`src/rtl/instr_fetch_unit_pkg.sv`:
```
// rv_pkg: shared fetch-path types and constants
package rv_pkg;
    localparam int XLEN = 64;
    localparam int ILEN = 32;
    typedef logic [XLEN-1:0] xlen_t;
    typedef struct packed {
        logic [ILEN-1:0] instr;
        xlen_t           pc;
    } fetch_entry_t;
    localparam xlen_t RESET_VECTOR_DEFAULT = '0;
    typedef enum logic {RUN, DRAIN} fetch_state_e;
endpackage

```
`src/rtl/instr_fetch_unit_if.sv`:
```
// instr_fetch_unit_if: imem request/response, decode handshake and redirect signals
interface instr_fetch_unit_if #(
    parameter int DEPTH = 4
);
    import rv_pkg::*;
    logic                   imem_req_valid;
    logic                   imem_req_ready;
    xlen_t                  imem_req_addr;
    logic                   imem_rsp_valid;
    logic [ILEN-1:0]        imem_rsp_data;
    logic                   instr_valid;
    logic                   instr_ready;
    logic [ILEN-1:0]        instr;
    xlen_t                  instr_pc;
    xlen_t                  instr_pc_plus4;
    logic                   redirect_valid;
    xlen_t                  redirect_pc;
    logic [$clog2(DEPTH):0] outstanding;
    modport master (
        output imem_req_valid, imem_req_addr, instr_valid, instr, instr_pc, instr_pc_plus4, outstanding,
        input  imem_req_ready, imem_rsp_valid, imem_rsp_data, instr_ready, redirect_valid, redirect_pc
    );
    modport slave (
        input  imem_req_valid, imem_req_addr, instr_valid, instr, instr_pc, instr_pc_plus4, outstanding,
        output imem_req_ready, imem_rsp_valid, imem_rsp_data, instr_ready, redirect_valid, redirect_pc
    );
endinterface

```
`src/rtl/instr_fetch_unit_fetch_fifo.sv`:
```
// fetch_fifo: synchronous FIFO with flush (flush beats push), used for fetched words and PC tags
module fetch_fifo
    import rv_pkg::*;
#(
    parameter type T     = fetch_entry_t,
    parameter int  DEPTH = 4
) (
    input  logic                   clk,
    input  logic                   reset,
    input  logic                   push_i,
    input  logic                   pop_i,
    input  logic                   flush_i,
    input  T                       data_i,
    output T                       data_o,
    output logic [$clog2(DEPTH):0] count_o,
    output logic                   full_o,
    output logic                   empty_o
);
    localparam int AW = $clog2(DEPTH);
    typedef logic [AW:0] cnt_t;
    T              mem_q [DEPTH];
    logic [AW-1:0] wr_q, rd_q;
    cnt_t          count_q;
    logic          pop;
    assign pop     = pop_i && !empty_o;
    assign data_o  = mem_q[rd_q];
    assign count_o = count_q;
    assign full_o  = count_q == cnt_t'(DEPTH);
    assign empty_o = count_q == '0;
    always_ff @(posedge clk) begin
        if (reset || flush_i) begin
            wr_q    <= '0;
            rd_q    <= '0;
            count_q <= '0;
        end else begin
            assert (!(push_i && full_o && !pop));
            if (push_i) begin
                mem_q[wr_q] <= data_i;
                wr_q        <= wr_q + 1'b1;
            end
            if (pop) rd_q <= rd_q + 1'b1;
            count_q <= count_q + cnt_t'(push_i) - cnt_t'(pop);
        end
    end
endmodule

```
`src/rtl/instr_fetch_unit.sv`:
```
// instr_fetch_unit: credit-limited sequential fetch with word buffer and redirect discard
// Requests are capped so every outstanding response always has a FIFO slot waiting for it.
module instr_fetch_unit
    import rv_pkg::*;
#(
    parameter int    DEPTH        = 4,
    parameter xlen_t RESET_VECTOR = RESET_VECTOR_DEFAULT
) (
    input logic                clk,
    input logic                reset,
    instr_fetch_unit_if.master bus
);
    localparam int CW = $clog2(DEPTH) + 1;
    typedef logic [CW-1:0] cnt_t;
    typedef logic [CW:0]   sum_t;
    fetch_state_e state_q, state_d;
    xlen_t        pc_q, pc_d, tag_pc;
    cnt_t         out_q, out_d, disc_q, disc_d, fifo_cnt, tag_cnt;
    fetch_entry_t head;
    logic         accept, rsp, drop, push, pop;
    logic         fifo_full, fifo_empty, tag_full, tag_empty;
    assign bus.imem_req_valid = !reset && !bus.redirect_valid &&
                                (sum_t'(out_q) + sum_t'(fifo_cnt) < sum_t'(DEPTH));
    assign bus.imem_req_addr  = pc_q;
    assign accept             = bus.imem_req_valid && bus.imem_req_ready;
    assign rsp                = bus.imem_rsp_valid;
    // Responses to requests issued before the latest redirect are stale
    assign drop               = bus.redirect_valid || state_q == DRAIN;
    assign push               = rsp && !drop;
    assign pop                = bus.instr_valid && bus.instr_ready;
    assign bus.instr_valid    = !reset && !fifo_empty;
    assign bus.instr          = head.instr;
    assign bus.instr_pc       = head.pc;
    assign bus.instr_pc_plus4 = head.pc + xlen_t'(4);
    assign bus.outstanding    = out_q;
    always_comb begin
        out_d   = out_q + cnt_t'(accept) - cnt_t'(rsp);
        disc_d  = bus.redirect_valid ? out_q - cnt_t'(rsp) : disc_q - cnt_t'(rsp && state_q == DRAIN);
        pc_d    = bus.redirect_valid ? bus.redirect_pc & ~xlen_t'(3) : accept ? pc_q + xlen_t'(4) : pc_q;
        state_d = disc_d != '0 ? DRAIN : RUN;
    end
    always_ff @(posedge clk) begin
        if (reset) begin
            pc_q    <= RESET_VECTOR;
            out_q   <= '0;
            disc_q  <= '0;
            state_q <= RUN;
        end else begin
            assert (sum_t'(out_q) + sum_t'(fifo_cnt) <= sum_t'(DEPTH));
            assert (disc_q <= out_q);
            assert (tag_cnt == out_q - disc_q);
            assert (!(push && (fifo_full || tag_empty)) && !(accept && tag_full));
            pc_q    <= pc_d;
            out_q   <= out_d;
            disc_q  <= disc_d;
            state_q <= state_d;
        end
    end
    fetch_fifo #(.T(fetch_entry_t), .DEPTH(DEPTH)) u_buf (
        .clk     (clk),
        .reset   (reset),
        .push_i  (push),
        .pop_i   (pop),
        .flush_i (bus.redirect_valid),
        .data_i  ('{instr: bus.imem_rsp_data, pc: tag_pc}),
        .data_o  (head),
        .count_o (fifo_cnt),
        .full_o  (fifo_full),
        .empty_o (fifo_empty)
    );
    fetch_fifo #(.T(xlen_t), .DEPTH(DEPTH)) u_tag (
        .clk     (clk),
        .reset   (reset),
        .push_i  (accept),
        .pop_i   (push),
        .flush_i (bus.redirect_valid),
        .data_i  (pc_q),
        .data_o  (tag_pc),
        .count_o (tag_cnt),
        .full_o  (tag_full),
        .empty_o (tag_empty)
    );
endmodule

```
`src/flat_wrapper.sv`:
```
// flat-port wrapper written by rule: the top's interface ports become plain ports
module instr_fetch_unit_flat import rv_pkg::*;
#(
    parameter int    DEPTH        = 4,
    parameter xlen_t RESET_VECTOR = RESET_VECTOR_DEFAULT
)
  (clk, reset, bus_imem_req_valid, bus_imem_req_addr, bus_instr_valid, bus_instr, bus_instr_pc, bus_instr_pc_plus4, bus_outstanding, bus_imem_req_ready, bus_imem_rsp_valid, bus_imem_rsp_data, bus_instr_ready, bus_redirect_valid, bus_redirect_pc);
  instr_fetch_unit_if #(.DEPTH(DEPTH)) bus_i ();
  input logic clk;
  input logic reset;
  output wire logic [$bits(bus_i.imem_req_valid)-1:0] bus_imem_req_valid;
  output wire logic [$bits(bus_i.imem_req_addr)-1:0] bus_imem_req_addr;
  output wire logic [$bits(bus_i.instr_valid)-1:0] bus_instr_valid;
  output wire logic [$bits(bus_i.instr)-1:0] bus_instr;
  output wire logic [$bits(bus_i.instr_pc)-1:0] bus_instr_pc;
  output wire logic [$bits(bus_i.instr_pc_plus4)-1:0] bus_instr_pc_plus4;
  output wire logic [$bits(bus_i.outstanding)-1:0] bus_outstanding;
  input wire logic [$bits(bus_i.imem_req_ready)-1:0] bus_imem_req_ready;
  input wire logic [$bits(bus_i.imem_rsp_valid)-1:0] bus_imem_rsp_valid;
  input wire logic [$bits(bus_i.imem_rsp_data)-1:0] bus_imem_rsp_data;
  input wire logic [$bits(bus_i.instr_ready)-1:0] bus_instr_ready;
  input wire logic [$bits(bus_i.redirect_valid)-1:0] bus_redirect_valid;
  input wire logic [$bits(bus_i.redirect_pc)-1:0] bus_redirect_pc;
  assign bus_imem_req_valid = bus_i.imem_req_valid;
  assign bus_imem_req_addr = bus_i.imem_req_addr;
  assign bus_instr_valid = bus_i.instr_valid;
  assign bus_instr = bus_i.instr;
  assign bus_instr_pc = bus_i.instr_pc;
  assign bus_instr_pc_plus4 = bus_i.instr_pc_plus4;
  assign bus_outstanding = bus_i.outstanding;
  assign bus_i.imem_req_ready = bus_imem_req_ready;
  assign bus_i.imem_rsp_valid = bus_imem_rsp_valid;
  assign bus_i.imem_rsp_data = bus_imem_rsp_data;
  assign bus_i.instr_ready = bus_instr_ready;
  assign bus_i.redirect_valid = bus_redirect_valid;
  assign bus_i.redirect_pc = bus_redirect_pc;
  instr_fetch_unit #(.DEPTH(DEPTH), .RESET_VECTOR(RESET_VECTOR)) u_core (.clk(clk), .reset(reset), .bus(bus_i));
endmodule
```
`config.mk`:
```
export PLATFORM = sky130hd
export DESIGN_NAME = instr_fetch_unit_flat
export DESIGN_NICKNAME = d
export VERILOG_FILES = /design/src/rtl/instr_fetch_unit_pkg.sv /design/src/rtl/instr_fetch_unit_if.sv /design/src/rtl/instr_fetch_unit_fetch_fifo.sv /design/src/rtl/instr_fetch_unit.sv /design/src/flat_wrapper.sv
export SDC_FILE = /design/constraint.sdc
export NUM_CORES = 1
export LEC_CHECK = 0
export BUFFER_PORTS_ARGS = -buffer_cell sky130_fd_sc_hd__buf_2
export CAP_MARGIN = 0
export CELL_PAD_IN_SITES_DETAIL_PLACEMENT = 1
export CELL_PAD_IN_SITES_GLOBAL_PLACEMENT = 1
export CORE_MARGIN = 5
export CORE_UTILIZATION = 45
export CTS_BUF_LIST = sky130_fd_sc_hd__clkbuf_4 sky130_fd_sc_hd__clkbuf_8 sky130_fd_sc_hd__clkbuf_16
export DETAILED_ROUTE_END_ITERATION = 10
export GPL_ROUTABILITY_DRIVEN = 0
export PLACE_DENSITY = 0.7
export SLEW_MARGIN = 10
export SYNTH_ARGS = -nofsm -noshare
export SYNTH_HDL_FRONTEND = slang
export SYNTH_SLANG_ARGS = --single-unit
```
`constraint.sdc`:
```
create_clock -name clk -period 5 [get_ports clk]
set_clock_uncertainty 0.15 [all_clocks]
set_input_delay 0 -clock clk [delete_from_list [all_inputs] [get_ports clk]]
set_output_delay 0 -clock clk [all_outputs]
set_load 0.01 [all_outputs]
```
After elaboration in Yosys (flattened, before gate mapping)
Memory sizes are Yosys's and may differ from the RTL's. A register that Yosys moved wholly into a read port is not among the register bits.
Cells that the tools add are included.
{"block": "word_totals", "ff_bits": 85, "ramBits": 640, "inputBits": 102, "output_inout_bits": 229, "word_cells": 64, "memories": 2}
{"name": "u_core.u_buf.mem_q", "depth": 4, "word_bits": 96, "rd": 1, "rd_ports_with_merged_regs": 1, "write_ports": 1, "line_no": "instr_fetch_unit_fetch_fifo.sv:21", "source": "T mem_q [DEPTH];"}
{"name": "u_core.u_tag.mem_q", "depth": 4, "word_bits": 64, "rd": 1, "rd_ports_with_merged_regs": 1, "write_ports": 1, "line_no": "instr_fetch_unit_fetch_fifo.sv:21"}
{"block": "classes", "addsub": 15, "n_lt_le_gt_ge": 1, "mux": 14, "n_reduce_logical": 21}
{"op": "adder 64 x 3 -> 64 bit, second input constant", "count": 2}
{"op": "two-way mux 64 bit", "count": 2}
{"op": "subtractor 3 x 1 -> 3 bit", "count": 5}
{"op": "adder 3 x 1 -> 3 bit", "count": 3}
{"op": "logical AND 1 bit", "count": 9}
{"op": "adder 2 x 1 -> 2 bit, second input constant", "count": 4}
{"op": "two-way mux 2 bit", "count": 4}
{"op": "two-way mux 1 bit", "count": 7}
{"op": "logical NOT 3 bit", "count": 2}
{"op": "logical NOT 1 bit", "count": 5}
{"op": "adder 3 x 3 -> 4 bit", "count": 1}
{"op": "< comparator 4 x 3 -> 1 bit, second input constant", "count": 1}
{"op": "two-way mux 3 bit", "count": 1}
{"op": "nonzero test 3 bit", "count": 1}
{"op": "logical OR 1 bit", "count": 2}
{"op": "nonzero test 2 bit", "count": 1}
{"op": "OR reduction 2 bit", "count": 1}

Longest topological paths before layout
{"block": "logic_depth", "depth_word": 7, "ltp_mapped": 14, "ltp_nobuf": 11}

Cells and area by module
From an unflattened synthesis, not the netlist that was laid out.
{"block": "hier_totals", "hier_cells": 1668, "hier_area_um2": 29553.3}
{"module": "fetch_fifo (u_core.u_buf)", "n_inst": 1, "cells_each": 549, "area_each_um2": 14345.0, "seq_area_each_um2": 11711.2}
{"module": "fetch_fifo (u_core.u_tag)", "n_inst": 1, "cells_each": 381, "area_each_um2": 9796.9, "seq_area_each_um2": 7867.5}
{"module": "instr_fetch_unit", "n_inst": 1, "cells_each": 738, "area_each_um2": 5411.4, "seq_area_each_um2": 1381.3}

Worst setup path after synthesis
Ideal clock, no wire load.
{"block": "synth_timing", "kind": "register to register", "from": "register u_core.out_q[2] (netlist: u_core.bus.outstanding[2])", "to": "memory u_core.u_tag.mem_q[0][10] (netlist bit), enable pin", "setup_time_ns": 0.426, "arrival_ns": 3.289, "slack_ns": 1.134, "stages_incl_launch_ff": 8, "n_path_buf": 3, "synth_period_minus_slack_ns": 3.866, "cell_sequence": "dfxtp_1 > ha_1 > nor3_1 > and4_1 > clkbuf_1 > clkbuf_1 > buf_1 > and2_1"}
{"block": "synth_between", "elab_chain_cells": 7}
{"item": "start, declared", "line_no": "instr_fetch_unit.sv:18", "source": "cnt_t out_q, out_d, disc_q, disc_d, fifo_cnt, tag_cnt;"}
{"item": "start signal, assigned", "line_no": "instr_fetch_unit.sv:54", "source": "out_q <= out_d;"}
{"item": "adder 3 x 3 -> 4 bit", "line_no": "instr_fetch_unit.sv:23", "source": "(sum_t'(out_q) + sum_t'(fifo_cnt) < sum_t'(DEPTH));"}
{"item": "< comparator 4 x 3 -> 1 bit", "line_no": "instr_fetch_unit.sv:23"}
{"item": "logical AND 1 bit", "line_no": "instr_fetch_unit.sv:22", "source": "assign bus.imem_req_valid = !reset && !bus.redirect_valid &&"}
{"item": "logical AND 1 bit", "line_no": "instr_fetch_unit.sv:25", "source": "assign accept = bus.imem_req_valid && bus.imem_req_ready;"}
{"item": "two-way mux 1 bit", "line_no": "instr_fetch_unit_fetch_fifo.sv:37", "source": "if (push_i) begin"}
{"item": "two-way mux 1 bit", "line_no": "instr_fetch_unit_fetch_fifo.sv:31", "source": "if (reset || flush_i) begin"}
{"item": "two-way mux 1 bit (implied by the code)", "line_no": "instr_fetch_unit_fetch_fifo.sv:38", "source": "mem_q[wr_q] <= data_i;"}
{"item": "end, declared", "line_no": "instr_fetch_unit_fetch_fifo.sv:21"}
Every way passes these cells.

==> results.py <==
metrics = {
    "status": {
        "status": "completed",
    },
    "global_route": {
        "grt.total_usage": 0.229,
        "grt_pass1_vias": 18900,
        "grt_max_degree": 95,
        "grt_pass1_wl_mm": 122,
        "antenna_found_initial": 2,
        "overflow": 0,
    },
    "clocking": {
        "cts_tree": "built",
        "htreeDepth": 3,
        "insertion_delay_ns": 0.62,
        "max-clock-path-buffers": 3,
        "cts_buffers": 76,
        "cts_resized": 0,
        "clock-root-buffer": "clkbuf_16",
        "path_clk_slew_ns": 0.06,
        "cts_sinks": 711,
    },
    "place": {
        "numPortBuffers": 322,
        "placed_cells": 2765,
        "place_area_sq_mm": 0.0315,
        "place.detailed.hpwl_mm": 50.6,
    },
    "floorplan": {
        "die_h_microns": 263,
        "core_area_sq_mm": 0.0633,
        "io_pins": 331,
        "die_w_microns": 263,
        "dieArea_sq_mm": 0.0693,
        "start_util": 0.456,
        "rows": 92,
    },
    "power_and_ir_drop": {
        "leakage_nw": 12.2,
        "power.density_mw_per_mm2": 373,
        "p_total_mw": 13.4,
        "ir_drop_mv": 0.228,
    },
    "route": {
        "routedWlPerCell_microns": 26.0,
        "drc": 0,
        "totalWireLength_mm": 80.0,
        "vias": 17400,
        "drtPass1Iterations": 5,
        "viasPerCell": 5.66,
        "drtIter0Drc": 1444,
        "postRouteAntennaNets": 0,
    },
    "critical_path": {
        "arrival_ns": 4.13,
        "cp_max_fo": 26,
        "crit_path_end_kind": "primary output",
        "start_kind": "flip-flop",
        "cp.required_ns": 4.85,
        "r2r_slack_ns": 1.05,
        "crit_type": "reg2out",
    },
    "synthesis": {
        "async_reset_ff_frac": 0,
        "synth_commonest_cells": "edfxtp_1 (624), mux4_2 (145), dfxtp_1 (87), nand2_1 (79), nor2_1 (72)",
        "synth.distinct_cells": 60,
        "avgSynthCellArea_sq_um": 17.5,
        "netlist_area_sq_mm": 0.0289,
        "ys_top_cells_by_area": "edfxtp_1 (65%), mux4_2 (11%), dfxtp_1 (6.0%)",
        "synth_top_area_frac": 0.649,
        "synth_top_flop_cell": "edfxtp_1",
        "yosysWarnings": 0,
        "synth.most_common_cell": "edfxtp_1",
        "synthCells": 1647,
        "synth_seq_cells": 711,
        "ys_seq_area_frac": 0.710,
        "synth_edf_count": 624,
        "netlist.top_cell.by_area": "edfxtp_1",
    },
    "final_layout": {
        "n_antenna_cell": 0,
        "area_growth_pct": 24.2,
        "stdcell_count": 3076,
        "final_cell_area_sq_mm": 0.0358,
        "nets": 2299,
        "drive_gt1_frac": 0.293,
    },
    "timing": {
        "finalSetupViolCount": 0,
        "fin_crit_sh": 0.855,
        "worst-slew-pin-transition_ns": 1.21,
        "fmax_mhz": 234,
        "fin_crit_ns": 4.28,
        "setup_tns_ns": 0,
        "hold_viol_final": 0,
        "maxSlewHeadroom": 0.183,
        "rsz0062_at_grt": "false",
        "maxSlewViolCount": 0,
    },
    "run": {
        "cap_violations": 0,
    },
    "min_path": {
        "holdCritPathClass": "in2reg",
    },
}
[sequential cells by signal (all words and copies together) (netlist names), named ones only]
signal and count:
u_core.u_tag.count_o 3, u_core.state_q 1, u_core.u_tag.mem_q 248, u_core.u_buf.wr_q 2, u_core.u_buf.count_o 3, u_core.u_tag.wr_q 2, u_core.disc_q 3, u_core.u_buf.mem_q 376
u_core.u_buf.rd_q 2, u_core.bus.outstanding 3, u_core.u_tag.rd_q 2, u_core.bus.imem_req_addr 62
[what timing repair did]
action,4_1_cts,5_1_grt
endpoints found under the setup margin,0,0
hold endpoints to repair,207,0
hold buffers,175,0
setup buffers,0,0
[cell type report]
cell class / count / area, sq um
Inverter: 34 / 128
Tap cell: 846 / 1060
Sequential cell: 711 / 20500
Clock buffer: 96 / 2120
Timing Repair Buffer: 526 / 3670
Fill cell: 5941 / 27500
Clock inverter: 40 / 507
Multi-Input combinational cell: 823 / 7870
[through the flow]
stage | utilization | worst slack, ns | hold WS, ns
2_1_floorplan | - | 1.13 | -0.0511
3_3_place_gp | 0.497 | 1.36 | 0.0613
3_5_place_dp | 0.497 | 1.22 | 0.0692
4_1_cts | 0.566 | 0.548 | 0.00312
5_1_grt | 0.566 | 0.427 | 0.00652
6_report | 0.566 | 0.723 | 0.0203
[worst paths after layout]
kind | start | endpoint | cells after the start
worst max-delay path | flip-flop | bus_instr_pc_plus4[36] | 7
worst min-delay path | bus_imem_rsp_data[0] | u_core.u_buf.mem_q[3][64] | 2
worst max register to register | u_core.bus.imem_req_addr[21] | u_core.bus.imem_req_addr[61] | 7
worst min register to register | u_core.u_tag.wr_q[1] | u_core.u_tag.wr_q[1] | 2
[report_power, final]
group          total [mW]  internal, mW  switching, mW
Sequential           6.71          6.58          0.131
Combinational       0.792         0.348          0.444
Clock                5.85          3.58           2.27
[cell families after synthesis]
| kind of cell | after synthesis | synth area share |
|---|---|---|
| DFF | 711 | 0.710 |
| and+or+nand+nor | 388 | 0.0743 |
| other | 1 | 0.000130 |
| adders and majority gates | 25 | 0.0116 |
| xor gates and xnor gates | 90 | 0.0273 |
| muxes | 165 | 0.126 |
| AOI/OAI and AO/OA | 149 | 0.0321 |
| buffers and inverters | 118 | 0.0192 |
[layer usage]
layer | routed length [microns] | vias to the layer above | track usage
met5 | 17 | - | 0
met4 | 1650 | 4 | 0.0605
met3 | 4670 | 104 | 0.0407
met2 | 40800 | 592 | 0.397
met1 | 32800 | 9078 | 0.301
li1 | - | 7629 | -
[worst max-delay path: stages (launching register included)]
cell and delay, ns:
dfxtp_4 0.69, mux4_1 0.56, nand4_4 0.23, or3_1 0.55, nor4_4 0.81, nand4_1 0.22, xnor2_1 0.23, buf_2 0.18
[cells in the final DEF, fill, tap and decap left out, types with 12 or more instances in the layout]
master	Yosys	routed
nand3_1	57	57
edfxtp_1	624	624
and2_1	21	17
mux4_2	145	145
o21ai_0	33	33
dfxtp_1	87	83
or3_1	15	15
inv_1	34	33
clkbuf_16	0	79
buf_4	9	22
dlygate4sd3_1	0	175
nand4_1	41	41
nor4_1	12	12
xnor2_1	66	66
a31oi_1	29	29
nor3_1	25	25
buf_2	13	322
nand2_1	79	79
and3_1	23	19
clkinv_1	0	12
and4_1	13	13
clkbuf_4	0	15
a21oi_1	38	38
nor2_1	72	71
xor2_1	24	24
ha_1	22	22
Note: power is estimated with default switching activity, not from simulation.
